===== src/rtl/ysyx_24080006_csr_ctrl_if.sv =====
// Bundle between the EXU pipeline, the CSR control sequencer and the CSR register file.
// slave: the sequencer's view; master: the surrounding pipeline/CSR-file environment.
interface ysyx_24080006_csr_ctrl_if #(
    parameter int unsigned XLEN = 32
);
    logic            in_valid;
    logic            in_ready;
    logic [2:0]      in_funct3;
    logic            in_is_ecall;
    logic            in_is_mret;
    logic [11:0]     in_csr_addr;
    logic [4:0]      in_rs1_idx;
    logic [XLEN-1:0] in_rs1_data;
    logic [4:0]      in_rd_idx;
    logic [31:0]     in_pc;

    logic [11:0]     csr_addr;
    logic [XLEN-1:0] csr_rdata;
    logic            csr_we;
    logic [XLEN-1:0] csr_wdata;
    logic            trap_ecall;
    logic            trap_mret;
    logic [31:0]     trap_pc;

    logic            out_valid;
    logic            out_ready;
    logic            out_rd_we;
    logic [4:0]      out_rd_idx;
    logic [XLEN-1:0] out_rd_wdata;
    logic            out_redirect;
    logic [31:0]     out_redirect_pc;
    logic            out_illegal;
    logic            instret;

    modport slave (
        input  in_valid, in_funct3, in_is_ecall, in_is_mret, in_csr_addr,
               in_rs1_idx, in_rs1_data, in_rd_idx, in_pc, csr_rdata, out_ready,
        output in_ready, csr_addr, csr_we, csr_wdata, trap_ecall, trap_mret, trap_pc,
               out_valid, out_rd_we, out_rd_idx, out_rd_wdata, out_redirect,
               out_redirect_pc, out_illegal, instret
    );

    modport master (
        output in_valid, in_funct3, in_is_ecall, in_is_mret, in_csr_addr,
               in_rs1_idx, in_rs1_data, in_rd_idx, in_pc, csr_rdata, out_ready,
        input  in_ready, csr_addr, csr_we, csr_wdata, trap_ecall, trap_mret, trap_pc,
               out_valid, out_rd_we, out_rd_idx, out_rd_wdata, out_redirect,
               out_redirect_pc, out_illegal, instret
    );
endinterface


===== src/rtl/ysyx_24080006_csr_ctrl.sv =====
// CSR access sequencer: read then optional read-modify-write for Zicsr ops,
// and ECALL/MRET trap entry/exit with PC redirect.
module ysyx_24080006_csr_ctrl #(
    parameter int unsigned XLEN       = 32,
    parameter logic [11:0] MTVEC_ADDR = 12'h305,
    parameter logic [11:0] MEPC_ADDR  = 12'h341
) (
    input logic                     clock,
    input logic                     reset,
    ysyx_24080006_csr_ctrl_if.slave bus
);
    typedef enum logic [2:0] {
        S_IDLE,
        S_READ,
        S_WRITE,
        S_TRAP,
        S_RESP
    } state_e;

    state_e          state_q, state_d;
    logic [2:0]      funct3_q, funct3_d;
    logic            ecall_q, ecall_d;
    logic [11:0]     addr_q, addr_d;
    logic [4:0]      rs1_idx_q, rs1_idx_d;
    logic [4:0]      rd_idx_q, rd_idx_d;
    logic [XLEN-1:0] rs1_data_q, rs1_data_d;
    logic [31:0]     pc_q, pc_d;
    logic [XLEN-1:0] old_q, old_d;
    logic [XLEN-1:0] wdata_q, wdata_d;
    logic            illegal_q, illegal_d;
    logic            rd_we_q, rd_we_d;
    logic            redirect_q, redirect_d;
    logic [31:0]     redirect_pc_q, redirect_pc_d;

    logic            is_csr_op, write_needed, addr_known, illegal;
    logic [XLEN-1:0] src, new_val;

    always_comb begin
        is_csr_op    = funct3_q[1:0] != 2'b00;
        // Set/clear with rs1=x0 (or zimm=0) must not touch the CSR at all.
        write_needed = (funct3_q[1:0] == 2'b01) || (is_csr_op && rs1_idx_q != '0);
        addr_known   = addr_q inside {12'h300, 12'h305, 12'h341, 12'h342,
                                      12'hB02, 12'hB82, 12'hF11, 12'hF12};
        illegal      = !is_csr_op || !addr_known || (write_needed && addr_q[11:10] == 2'b11);
        src          = funct3_q[2] ? {{(XLEN-5){1'b0}}, rs1_idx_q} : rs1_data_q;
        case (funct3_q[1:0])
            2'b01:   new_val = src;
            2'b10:   new_val = bus.csr_rdata | src;
            2'b11:   new_val = bus.csr_rdata & ~src;
            default: new_val = bus.csr_rdata;
        endcase
    end

    always_comb begin
        bus.csr_addr = '0;
        case (state_q)
            S_READ, S_WRITE: bus.csr_addr = addr_q;
            S_TRAP:          bus.csr_addr = ecall_q ? MTVEC_ADDR : MEPC_ADDR;
            default:         bus.csr_addr = '0;
        endcase
    end

    always_ff @(posedge clock) begin
        if (reset) begin
            state_q       <= S_IDLE;
            funct3_q      <= '0;
            ecall_q       <= 1'b0;
            addr_q        <= '0;
            rs1_idx_q     <= '0;
            rd_idx_q      <= '0;
            rs1_data_q    <= '0;
            pc_q          <= '0;
            old_q         <= '0;
            wdata_q       <= '0;
            illegal_q     <= 1'b0;
            rd_we_q       <= 1'b0;
            redirect_q    <= 1'b0;
            redirect_pc_q <= '0;
        end else begin
            state_q       <= state_d;
            funct3_q      <= funct3_d;
            ecall_q       <= ecall_d;
            addr_q        <= addr_d;
            rs1_idx_q     <= rs1_idx_d;
            rd_idx_q      <= rd_idx_d;
            rs1_data_q    <= rs1_data_d;
            pc_q          <= pc_d;
            old_q         <= old_d;
            wdata_q       <= wdata_d;
            illegal_q     <= illegal_d;
            rd_we_q       <= rd_we_d;
            redirect_q    <= redirect_d;
            redirect_pc_q <= redirect_pc_d;
        end
    end

    always_comb begin
        state_d             = state_q;
        funct3_d            = funct3_q;
        ecall_d             = ecall_q;
        addr_d              = addr_q;
        rs1_idx_d           = rs1_idx_q;
        rd_idx_d            = rd_idx_q;
        rs1_data_d          = rs1_data_q;
        pc_d                = pc_q;
        old_d               = old_q;
        wdata_d             = wdata_q;
        illegal_d           = illegal_q;
        rd_we_d             = rd_we_q;
        redirect_d          = redirect_q;
        redirect_pc_d       = redirect_pc_q;
        bus.in_ready        = 1'b0;
        bus.csr_we          = 1'b0;
        bus.csr_wdata       = '0;
        bus.trap_ecall      = 1'b0;
        bus.trap_mret       = 1'b0;
        bus.trap_pc         = '0;
        bus.out_valid       = 1'b0;
        bus.out_rd_we       = 1'b0;
        bus.out_rd_idx      = '0;
        bus.out_rd_wdata    = '0;
        bus.out_redirect    = 1'b0;
        bus.out_redirect_pc = '0;
        bus.out_illegal     = 1'b0;
        bus.instret         = 1'b0;

        case (state_q)
            S_IDLE: begin
                bus.in_ready = 1'b1;
                if (bus.in_valid) begin
                    funct3_d   = bus.in_funct3;
                    ecall_d    = bus.in_is_ecall;
                    addr_d     = bus.in_csr_addr;
                    rs1_idx_d  = bus.in_rs1_idx;
                    rs1_data_d = bus.in_rs1_data;
                    rd_idx_d   = bus.in_rd_idx;
                    pc_d       = bus.in_pc;
                    state_d    = (bus.in_is_ecall || bus.in_is_mret) ? S_TRAP : S_READ;
                end
            end
            S_READ: begin
                old_d         = bus.csr_rdata;
                wdata_d       = new_val;
                illegal_d     = illegal;
                rd_we_d       = !illegal && rd_idx_q != '0;
                redirect_d    = 1'b0;
                redirect_pc_d = '0;
                state_d       = (write_needed && !illegal) ? S_WRITE : S_RESP;
            end
            S_WRITE: begin
                bus.csr_we    = 1'b1;
                bus.csr_wdata = wdata_q;
                state_d       = S_RESP;
            end
            S_TRAP: begin
                // Target is sampled before the trap pulse lets the file update its state.
                bus.trap_ecall = ecall_q;
                bus.trap_mret  = !ecall_q;
                bus.trap_pc    = ecall_q ? pc_q : '0;
                old_d          = '0;
                illegal_d      = 1'b0;
                rd_we_d        = 1'b0;
                redirect_d     = 1'b1;
                redirect_pc_d  = {bus.csr_rdata[31:2], 2'b00};
                state_d        = S_RESP;
            end
            S_RESP: begin
                bus.out_valid       = 1'b1;
                bus.out_rd_we       = rd_we_q;
                bus.out_rd_idx      = rd_idx_q;
                bus.out_rd_wdata    = old_q;
                bus.out_redirect    = redirect_q;
                bus.out_redirect_pc = redirect_pc_q;
                bus.out_illegal     = illegal_q;
                bus.instret         = bus.out_ready && !illegal_q;
                if (bus.out_ready) state_d = S_IDLE;
            end
            default: state_d = S_IDLE;
        endcase
    end
endmodule

===== src/flat_wrapper.sv =====
// flat-port wrapper written by rule: the top's interface ports become plain ports
module ysyx_24080006_csr_ctrl_flat 
#(
    parameter int unsigned XLEN       = 32,
    parameter logic [11:0] MTVEC_ADDR = 12'h305,
    parameter logic [11:0] MEPC_ADDR  = 12'h341
)
  (clock, reset, bus_in_valid, bus_in_funct3, bus_in_is_ecall, bus_in_is_mret, bus_in_csr_addr, bus_in_rs1_idx, bus_in_rs1_data, bus_in_rd_idx, bus_in_pc, bus_csr_rdata, bus_out_ready, bus_in_ready, bus_csr_addr, bus_csr_we, bus_csr_wdata, bus_trap_ecall, bus_trap_mret, bus_trap_pc, bus_out_valid, bus_out_rd_we, bus_out_rd_idx, bus_out_rd_wdata, bus_out_redirect, bus_out_redirect_pc, bus_out_illegal, bus_instret);
  ysyx_24080006_csr_ctrl_if #(.XLEN(XLEN)) bus_i ();
  input logic clock;
  input logic reset;
  input wire logic [$bits(bus_i.in_valid)-1:0] bus_in_valid;
  input wire logic [$bits(bus_i.in_funct3)-1:0] bus_in_funct3;
  input wire logic [$bits(bus_i.in_is_ecall)-1:0] bus_in_is_ecall;
  input wire logic [$bits(bus_i.in_is_mret)-1:0] bus_in_is_mret;
  input wire logic [$bits(bus_i.in_csr_addr)-1:0] bus_in_csr_addr;
  input wire logic [$bits(bus_i.in_rs1_idx)-1:0] bus_in_rs1_idx;
  input wire logic [$bits(bus_i.in_rs1_data)-1:0] bus_in_rs1_data;
  input wire logic [$bits(bus_i.in_rd_idx)-1:0] bus_in_rd_idx;
  input wire logic [$bits(bus_i.in_pc)-1:0] bus_in_pc;
  input wire logic [$bits(bus_i.csr_rdata)-1:0] bus_csr_rdata;
  input wire logic [$bits(bus_i.out_ready)-1:0] bus_out_ready;
  output wire logic [$bits(bus_i.in_ready)-1:0] bus_in_ready;
  output wire logic [$bits(bus_i.csr_addr)-1:0] bus_csr_addr;
  output wire logic [$bits(bus_i.csr_we)-1:0] bus_csr_we;
  output wire logic [$bits(bus_i.csr_wdata)-1:0] bus_csr_wdata;
  output wire logic [$bits(bus_i.trap_ecall)-1:0] bus_trap_ecall;
  output wire logic [$bits(bus_i.trap_mret)-1:0] bus_trap_mret;
  output wire logic [$bits(bus_i.trap_pc)-1:0] bus_trap_pc;
  output wire logic [$bits(bus_i.out_valid)-1:0] bus_out_valid;
  output wire logic [$bits(bus_i.out_rd_we)-1:0] bus_out_rd_we;
  output wire logic [$bits(bus_i.out_rd_idx)-1:0] bus_out_rd_idx;
  output wire logic [$bits(bus_i.out_rd_wdata)-1:0] bus_out_rd_wdata;
  output wire logic [$bits(bus_i.out_redirect)-1:0] bus_out_redirect;
  output wire logic [$bits(bus_i.out_redirect_pc)-1:0] bus_out_redirect_pc;
  output wire logic [$bits(bus_i.out_illegal)-1:0] bus_out_illegal;
  output wire logic [$bits(bus_i.instret)-1:0] bus_instret;
  assign bus_i.in_valid = bus_in_valid;
  assign bus_i.in_funct3 = bus_in_funct3;
  assign bus_i.in_is_ecall = bus_in_is_ecall;
  assign bus_i.in_is_mret = bus_in_is_mret;
  assign bus_i.in_csr_addr = bus_in_csr_addr;
  assign bus_i.in_rs1_idx = bus_in_rs1_idx;
  assign bus_i.in_rs1_data = bus_in_rs1_data;
  assign bus_i.in_rd_idx = bus_in_rd_idx;
  assign bus_i.in_pc = bus_in_pc;
  assign bus_i.csr_rdata = bus_csr_rdata;
  assign bus_i.out_ready = bus_out_ready;
  assign bus_in_ready = bus_i.in_ready;
  assign bus_csr_addr = bus_i.csr_addr;
  assign bus_csr_we = bus_i.csr_we;
  assign bus_csr_wdata = bus_i.csr_wdata;
  assign bus_trap_ecall = bus_i.trap_ecall;
  assign bus_trap_mret = bus_i.trap_mret;
  assign bus_trap_pc = bus_i.trap_pc;
  assign bus_out_valid = bus_i.out_valid;
  assign bus_out_rd_we = bus_i.out_rd_we;
  assign bus_out_rd_idx = bus_i.out_rd_idx;
  assign bus_out_rd_wdata = bus_i.out_rd_wdata;
  assign bus_out_redirect = bus_i.out_redirect;
  assign bus_out_redirect_pc = bus_i.out_redirect_pc;
  assign bus_out_illegal = bus_i.out_illegal;
  assign bus_instret = bus_i.instret;
  ysyx_24080006_csr_ctrl #(.XLEN(XLEN), .MTVEC_ADDR(MTVEC_ADDR), .MEPC_ADDR(MEPC_ADDR)) u_core (.clock(clock), .reset(reset), .bus(bus_i));
endmodule

===== config.mk =====
export PLATFORM = sky130hd
export DESIGN_NAME = ysyx_24080006_csr_ctrl_flat
export DESIGN_NICKNAME = d
export VERILOG_FILES = /design/src/rtl/ysyx_24080006_csr_ctrl_if.sv /design/src/rtl/ysyx_24080006_csr_ctrl.sv /design/src/flat_wrapper.sv
export SDC_FILE = /design/constraint.sdc
export NUM_CORES = 1
export LEC_CHECK = 0
export ABC_AREA = 1
export BUFFER_PORTS_ARGS = -buffer_cell sky130_fd_sc_hd__buf_2
export CORE_ASPECT_RATIO = 1.1
export CORE_MARGIN = 1.5
export CORE_UTILIZATION = 51
export DETAILED_ROUTE_END_ITERATION = 10
export GPL_ROUTABILITY_DRIVEN = 0
export GPL_TIMING_DRIVEN = 0
export PLACE_DENSITY_LB_ADDON = 0.12
export SKIP_LAST_GASP = 1
export SYNTH_ARGS = -nofsm -noshare
export SYNTH_HDL_FRONTEND = slang
export SYNTH_SLANG_ARGS = --single-unit

===== constraint.sdc =====
create_clock -name clock -period 2 [get_ports clock]
set_input_delay 0.6 -clock clock [delete_from_list [all_inputs] [get_ports clock]]
set_output_delay 0.6 -clock clock [all_outputs]
set_load 0.01 [all_outputs]

Yosys cells after proc, flatten, opt, wreduce, memory -nomap -nowiden

Cells that the tools add are included.

Input bits: 127
Logic and storage cells: 88
Output and inout bits: 154
Register bits: 192

Equal/unequal tests: 18
Muxes and demuxes: 29
Bitwise logic cells: 3
Reductions and logical operators: 24

Operator list:

| cell                                                                     | count |
|---|---|
| 32-bit two-way mux                                                       | 6 |
| 32-bit one-hot mux with 2 select lines                                   | 2 |
| 32-bit one-hot mux with 3 select lines                                   | 1 |
| 12-bit by 10-bit equality test with 1-bit output (second input constant) | 4 |
| 12-bit equality test (second input constant)                             | 4 |
| 32-bit bitwise AND                                                       | 1 |
| 32-bit inverter                                                          | 1 |
| 32-bit OR                                                                | 1 |
| 12-bit one-hot mux with 2 select lines                                   | 1 |
| 3-bit one-hot mux with 4 select lines                                    | 1 |
| 5-bit nonzero test                                                       | 2 |
| 1-bit two-way mux                                                        | 9 |
| 3-bit two-way mux                                                        | 3 |
| 8-bit nonzero test                                                       | 1 |
| 7-bit two-way mux                                                        | 1 |
| 2-bit equality test (second input constant)                              | 3 |
| 3-bit by 2-bit equality test with 1-bit output (second input constant)   | 2 |
| 1-bit one-hot mux with 2 select lines                                    | 3 |
| 1-bit logical AND                                                        | 5 |
| 1-bit logical NOT                                                        | 5 |
| 5-bit two-way mux                                                        | 1 |
| 1-bit logical OR                                                         | 4 |
| 2-bit != test (second input constant)                                    | 2 |
| 2-bit AND reduction                                                      | 2 |
| 7 further kinds                                                          | 9 |

Longest topological paths before layout

Gate-level depths: netlist (run 1).

Depth in word-level cells: 9
Depth in mapped cells: 12
Gate-level depth less buffers: 12

Least setup slack after synthesis (run 1)

No wires, ideal clock.

Path type: reg2out
Start point: register u_core.state_q[1]
End point: output port bus_csr_addr[6]
Cell stages (with the launch flop): 8
Path slack: 64 ps
Arrival time: 1336 ps
Data required time: 1400 ps
Path buffers: 1
Cells stage by stage: dfxtp_1 > inv_2 > nor3_2 > inv_1 > nand2_1 > inv_2 > buf_2 > o22ai_1

Word-level cells in the longest chain between the ends: 3
Elaborated cells on any way between the ends: 5
Those cells by class: 3 x eq/ne; 1 x mux; 1 x reduce/logical

RTL lines:

| element                                                                                                                 | RTL line                     | RTL |
|---|---|---|
| from (decl)                                                                                                             | ysyx_24080006_csr_ctrl.sv:20 | `state_e state_q, state_d;` |
| from (signal assigned)                                                                                                  | ysyx_24080006_csr_ctrl.sv:80 | `state_q <= state_d;` |
| 3-bit by 1-bit equality test with 1-bit output / 3-bit by 2-bit equality test with 1-bit output (equally long branches) | ysyx_24080006_csr_ctrl.sv:56 | `case (state_q)` |
| 2-bit OR reduction                                                                                                      | ysyx_24080006_csr_ctrl.sv:56 |  |
| 12-bit one-hot mux with 2 select lines (*)                                                                              | ysyx_24080006_csr_ctrl.sv:56 |  |
| to (decl)                                                                                                               | flat_wrapper.sv:24           | `output wire logic [$bits(bus_i.csr_addr)-1:0] bus_csr_addr;` |

Every way passes the cells marked *; elsewhere a longest branch is shown, timed or not.

Worst setup path in the final report (run 1)

Start point: register u_core.state_q[1]
End point: output port bus_csr_addr[5]

Same word-level chain as after synthesis.

==> reports/metrics.csv, run 1 <==
stage,metric,value,unit
timing,tightest_slew,621,ps
power,leakage,5.13,nW
floorplanning,coreArea,16400,um2
yosys,synth_top_cell_area_share,44.5,%
yosys,synth_area_leaders,"dfxtp_1, a21oi_1, nand2_1",
placed_design,port_buffers,278,
placed_design,dpl.cell_count,1742,
cells_and_area,final_nets,1712,
routing,final_antenna_net_count,0,
floorplanning,rows,49,
yosys,avgSynthCellArea,6.79,um2
grt,grt_usage,31.4,%
cells_and_area,final_cells,1803,
clock_tree,htreeDepth,4,
clock_tree,cts_tree,built,
yosys,yosysWarnings,0,
cells_and_area,finish.instance_area,12000,um2
timing,tns,-37480,ps
grt,grt_first_pass_wirelength,43900,um
grt,overflow,0,
power,ir_drop,0.692,mV
critical_path,worstPathCellList,"buf_4, buf_12, nor2_8, inv_8, nand2_4, inv_6, buf_8, nor2_1, buf_2",
floorplanning,io_pins,281,
routing,route.detailed.drc,0,
status,violations,negative setup slack,
yosys,synth_ff_type,dfxtp_1,
routing,first_iter_violations,595,
clock_tree,numCtsBuffers,17,
grt,use_met1,37.5,%
power,powerDensity,940,nW/um2
grt,grt_pass1_vias,8698,
critical_path,worst_setup_path_end_kind,output pin,
critical_path,cp_slowest_cell,dfxtp_4,
floorplanning,dieArea,17600,um2
placed_design,dpl.hpwl,19700,um
yosys,synthCells,1259,
grt,grt_start_max_net_pins,18,
routing,wl,28400,um
timing,fin_crit_sh,119,%
timing,hold_slack,428,ps
timing,clock.fmax,421,MHz
placed_design,dpl_cell_area,10200,um2
critical_path,critPathMaxFanout,5,
timing,hold_violations,0,
min_path,holdCritPathClass,input pin to register,
clock_tree,cts-root-buf,clkbuf_16,
yosys,synth_top_cell_by_area,dfxtp_1,
clock_tree,clockBufferDepth,2,
power,total_power,11.2,mW
yosys,synth-seq-cells,190,
grt,grt.busiest_layer,met2,
yosys,netlist_top_cells_count,"nand2_1, inv_1, dfxtp_1",
critical_path,cp_data_required_time,1400,ps
cells_and_area,layout-drive-gt1-share,29.0,%
floorplanning,die_y,139,um
yosys,synth_cell_types,27,
floorplanning,die_w,126,um
yosys,synth_edf_count,0,
timing,slew_violations,0,
cells_and_area,fill_cells,1367,
grt,met3_usage,6.10,%
routing,num_vias,9377,
critical_path,crit_path_start_kind,register,
timing,skew,7.60,ps
cells_and_area,syn_to_final_growth,39.8,%
yosys,ys_seq_area_share,44.5,%
critical_path,crit_type,register to output pin,
yosys,synth_most_common_cell,nand2_1,
routing,viasPerCell,5.20,
timing,setup_viol,151,
floorplanning,initial_utilization,52.2,%
critical_path,critPathMaxStageDelay,360,ps
critical_path,worstPathArrival,1780,ps
yosys,syn_area,8550,um2
clock_tree,cts.sinks,190,
timing,maxSlewHeadroom,58.6,%
timing,rsz0062_at_grt,yes,
flow_run,cap_viol_max_count,0,
routing,first_pass_iters,5,
timing,layout_setup_ws,-376,ps
clock_tree,clk_pin_slew,70,ps
timing,fin_crit,2380,ps
clock_tree,worstSkewPairLatency,440,ps
grt,met2_usage,55.9,%
status,status,"finished, violations left",
grt,antenna_found_initial,1,
routing,wire_per_inst,15.7,um
yosys,synthArstFlopShare,0,%
## state kept, by name, indices dropped and copies added, names as in the netlist
register,cells
u_core.pc_q,32
u_core.redirect_q,1
u_core.addr_q,12
u_core.illegal_q,1
u_core.rd_idx_q,5
u_core.ecall_q,1
u_core.rs1_idx_q,5
u_core.funct3_q,3
u_core.wdata_q,32
u_core.redirect_pc_q,30
u_core.state_q,3
u_core.rs1_data_q,32
u_core.rd_we_q,1
u_core.old_q,32
## through the flow
step	setup slack (ps)	utilization, %
floorplan	64.1	-
global placement	-347	62.3
detailed placement	-360	62.3
CTS	-337	71.7
global route	-402	73.0
finish	-376	73.0
## per-layer routing
metal,vias to the layer above,wire length (um),part of all wire (%)
met5,-,0,0
met4,0,730,2.6
met3,61,1950,6.9
met2,381,14100,50
met1,4297,11600,41
li1,4638,-,-
## power by group
group	leakage [nW]	total (mW)	internal (mW)	switching [mW]
clock network	0.317	3.88	2.28	1.59
registers	1.56	4.41	4.22	0.183
logic	3.25	2.95	1.05	1.90
## path summary, 6_finish.rpt
kind,depth (start not counted),slack (ps),end,start
worst max register to register,7,160,u_core.rs1_data_q[6]$_SDFFE_PP0P_,u_core.state_q[0]$_SDFFE_PP0P_
worst max-delay path,9,-380,bus_csr_addr[5],u_core.state_q[1]$_SDFFE_PP0P_
worst min register to register,2,450,u_core.rs1_data_q[0]$_SDFFE_PP0P_,u_core.rs1_data_q[0]$_SDFFE_PP0P_
worst min-delay path,3,430,u_core.old_q[0]$_SDFFE_PP0P_,bus_csr_rdata[0]
## worst max-delay path, delay by kind of cell, from the launching register on
| family | cells | cell delay, ps |
|---|---|---|
| simple gates | 3 | 320 |
| buf+inv | 6 | 660 |
| flops | 1 | 360 |
## cell type report
| class | instances | area [um2] | area share [%] |
|---|---|---|---|
| Clock buffer | 18 | 439 | 3.67 |
| Buffer | 87 | 513 | 4.29 |
| Inverter | 199 | 777 | 6.50 |
| Sequential cell | 190 | 3810 | 31.9 |
| Clock inverter | 14 | 230 | 1.93 |
| Timing Repair Buffer | 309 | 1970 | 16.5 |
| Antenna cell | 1 | 2.50 | 0.0209 |
| Tap cell | 204 | 255 | 2.13 |
| Multi-Input combinational cell | 781 | 3960 | 33.1 |
## cell usage in the layout, fill, tap and decap left out, types with 7 or more instances in the layout
master,instances
dfxtp_1,187
buf_4,26
nor2_4,39
clkbuf_8,7
nand2_1,215
clkbuf_1,34
a21oi_1,188
buf_6,45
buf_1,8
inv_1,189
nor2_1,110
o21ai_0,117
o211ai_1,27
nand3_1,42
clkbuf_16,17
buf_2,262
nor2_2,11
## timing repair
item / CTS / global route
gates cloned: 4 / 0
pin swaps: 6 / 4
gates resized for setup: 169 / 44
buffers inserted: 21 / 7
setup endpoints to repair: 151 / 150
hold buffers: 0 / 0
endpoints found under the hold margin: 0 / 0
## kinds of logic after synthesis
| kind of cell | share of synthesized area [%] |
|---|---|
| simple gates | 20.1 |
| compound gates | 21.9 |
| buf+inv | 13.5 |
| flops | 44.5 |
| other cells | 0.0439 |
Power figures use the tool's default switching activity.
==> run 2: changes to the inputs <==
==> constraint.sdc (replaced) <==
create_clock -name clock -period 2 [get_ports clock]
set_input_delay 0.2 -clock clock [delete_from_list [all_inputs] [get_ports clock]]
set_output_delay 0.2 -clock clock [all_outputs]
set_load 0.01 [all_outputs]
==> run 2 against run 1 <==
Compared with the run above:
- the flow now finishes without violations
- clock-buffer cell count did not move
- routed wire length is 6.4% lower
- design area down 7.8%
- sequential share of layout area increased by 2.7 points
- clock skew about the same
- highest routed layer unchanged
==> reports/metrics.csv, run 2 (same netlist as run 1, synthesis figures left out) <==
stage,metric,value,unit
critical_path,crit_path_start_kind,register,
timing,skew,7.86,ps
floorplanning,die_y,139,um
critical_path,rr_worst_depth,7,
power,ir_drop,0.691,mV
critical_path,critPathMaxFanout,10,
critical_path,reg2reg_slack,220,ps
min_path,hp-start,bus_csr_rdata[0],
clock_tree,clockBufferDepth,2,
cells_and_area,layout_commonest_cell,buf_2,
timing,setup_viol,0,
critical_path,cp_data_required_time,1800,ps
cells_and_area,syn_to_final_growth,28.9,%
floorplanning,rows,49,
min_path,worstHoldEndpoint,u_core.old_q[0]$_SDFFE_PP0P_,
clock_tree,numCtsBuffers,17,
grt,grt_pass1_vias,8303,
min_path,hold_depth,3,
placed_design,port_buffers,278,
critical_path,rr_startpoint,u_core.funct3_q[1]$_SDFFE_PP0P_,
flow_run,cap_viol_max_count,0,
cells_and_area,finish.instance_area,11000,um2
placed_design,dpl_cell_area,10200,um2
critical_path,worstPathArrival,1790,ps
timing,fin_crit_sh,99.3,%
grt,antenna_found_initial,1,
timing,clock.fmax,504,MHz
placed_design,dpl.cell_count,1742,
cells_and_area,layout-drive-gt1-share,25.2,%
grt,grt_first_pass_wirelength,41800,um
routing,final_antenna_net_count,0,
timing,layout_setup_ws,14.3,ps
placed_design,dpl.hpwl,19700,um
routing,wire_per_inst,14.9,um
power,powerDensity,969,nW/um2
clock_tree,cts.sinks,190,
floorplanning,die_w,126,um
routing,viasPerCell,5.09,
cells_and_area,final_cell_mix,"buf_2, nand2_1, inv_1, a21oi_1, dfxtp_1",
timing,maxSlewHeadroom,59.6,%
critical_path,worst_setup_path_end_kind,output pin,
cells_and_area,final_nets,1690,
cells_and_area,fill_cells,1554,
timing,slew_violations,0,
timing,hold_violations,0,
floorplanning,initial_utilization,52.2,%
grt,overflow,0,
timing,tightest_slew,606,ps
routing,wl,26500,um
clock_tree,cts-root-buf,clkbuf_16,
timing,fin_crit,1990,ps
clock_tree,ctsHoldBuffers,0,
routing,route.detailed.drc,0,
clock_tree,cts_tree,built,
min_path,holdCritPathClass,input pin to register,
grt,grt_start_max_net_pins,18,
grt,grt_usage,29.8,%
clock_tree,htreeDepth,4,
placed_design,preCtsSetupSlack,39.5,ps
floorplanning,io_pins,281,
status,status,"complete, no violations",
timing,rsz0062_at_grt,yes,
power,leakage,4.89,nW
routing,first_pass_iters,8,
floorplanning,dieArea,17600,um2
routing,num_vias,9063,
cells_and_area,final_cells,1781,
floorplanning,coreArea,16400,um2
critical_path,r2r_end,u_core.wdata_q[14]$_SDFFE_PP0P_,
clock_tree,worstSkewPairLatency,440,ps
clock_tree,clk_pin_slew,70,ps
critical_path,crit_type,register to output pin,
routing,first_iter_violations,586,
[run 2: cell type report]
type | count | area [um2] | area share [%]
Sequential cell | 190 | 3810 | 34.6
Multi-Input combinational cell | 781 | 3640 | 33.0
Timing Repair Buffer | 285 | 1440 | 13.1
Inverter | 199 | 757 | 6.87
Buffer | 89 | 440 | 4.00
Clock buffer | 18 | 439 | 3.98
Tap cell | 204 | 255 | 2.32
Clock inverter | 14 | 230 | 2.09
Antenna cell | 1 | 2.50 | 0.0227
[run 2: metal layers]
layer | up-vias | wire [um] | global-route usage, %
met5 | - | 0 | 0
met3 | 39 | 1870 | 6.10
met2 | 353 | 13200 | 53.1
li1 | 4591 | - | -
met4 | 0 | 539 | 9.26
met1 | 4080 | 11000 | 36.1
[run 2: power breakdown]
group          total (mW)  switching (mW)  internal (mW)
Clock                3.86            1.58           2.28
Sequential           4.40           0.180           4.22
Combinational        2.42            1.63          0.784
[run 2: stage by stage]
stage	power (mW)	TNS, ps	util (%)	hold WS [ps]
after floorplan	6.00	0	-	343
after global placement	6.75	0	62.3	438
after detailed placement	6.80	0	62.3	439
after CTS	10.6	-57.7	66.8	15.4
after global routing	11.2	-1190	67.3	33.1
final	10.7	0	67.3	26.5
[run 2: worst max-delay path, stage by stage, from the launching register on]
cell and delay, ps:
dfxtp_2 350, nor2_1 170, nand2_2 200, clkbuf_4 270, nor2_1 190, buf_2 170
[run 2: worst max-delay path by stage]
stage | startpoint | to | slack (ps) | cells past startpoint
6_report | u_core.state_q[0]$_SDFFE_PP0P_ | bus_out_illegal | 10 | 5
5_1_grt | u_core.state_q[2]$_SDFFE_PP0P_ | bus_trap_pc[5] | -60 | 9
4_1_cts | u_core.state_q[2]$_SDFFE_PP0P_ | bus_trap_pc[2] | -20 | 9
3_5_place_dp | u_core.state_q[1]$_SDFFE_PP0P_ | bus_out_illegal | 40 | 5
3_3_place_gp | u_core.state_q[1]$_SDFFE_PP0P_ | bus_out_illegal | 50 | 5
2_1_floorplan | u_core.state_q[1]$_SDFFE_PP0P_ | bus_csr_addr[6] | 460 | 7
[run 2: what timing repair did]
item / 4_1_cts / 5_1_grt
buffers inserted: 2 / 5
resized for setup: 27 / 20
pin swaps: 2 / 3
endpoints found under the setup margin: 144 / 83
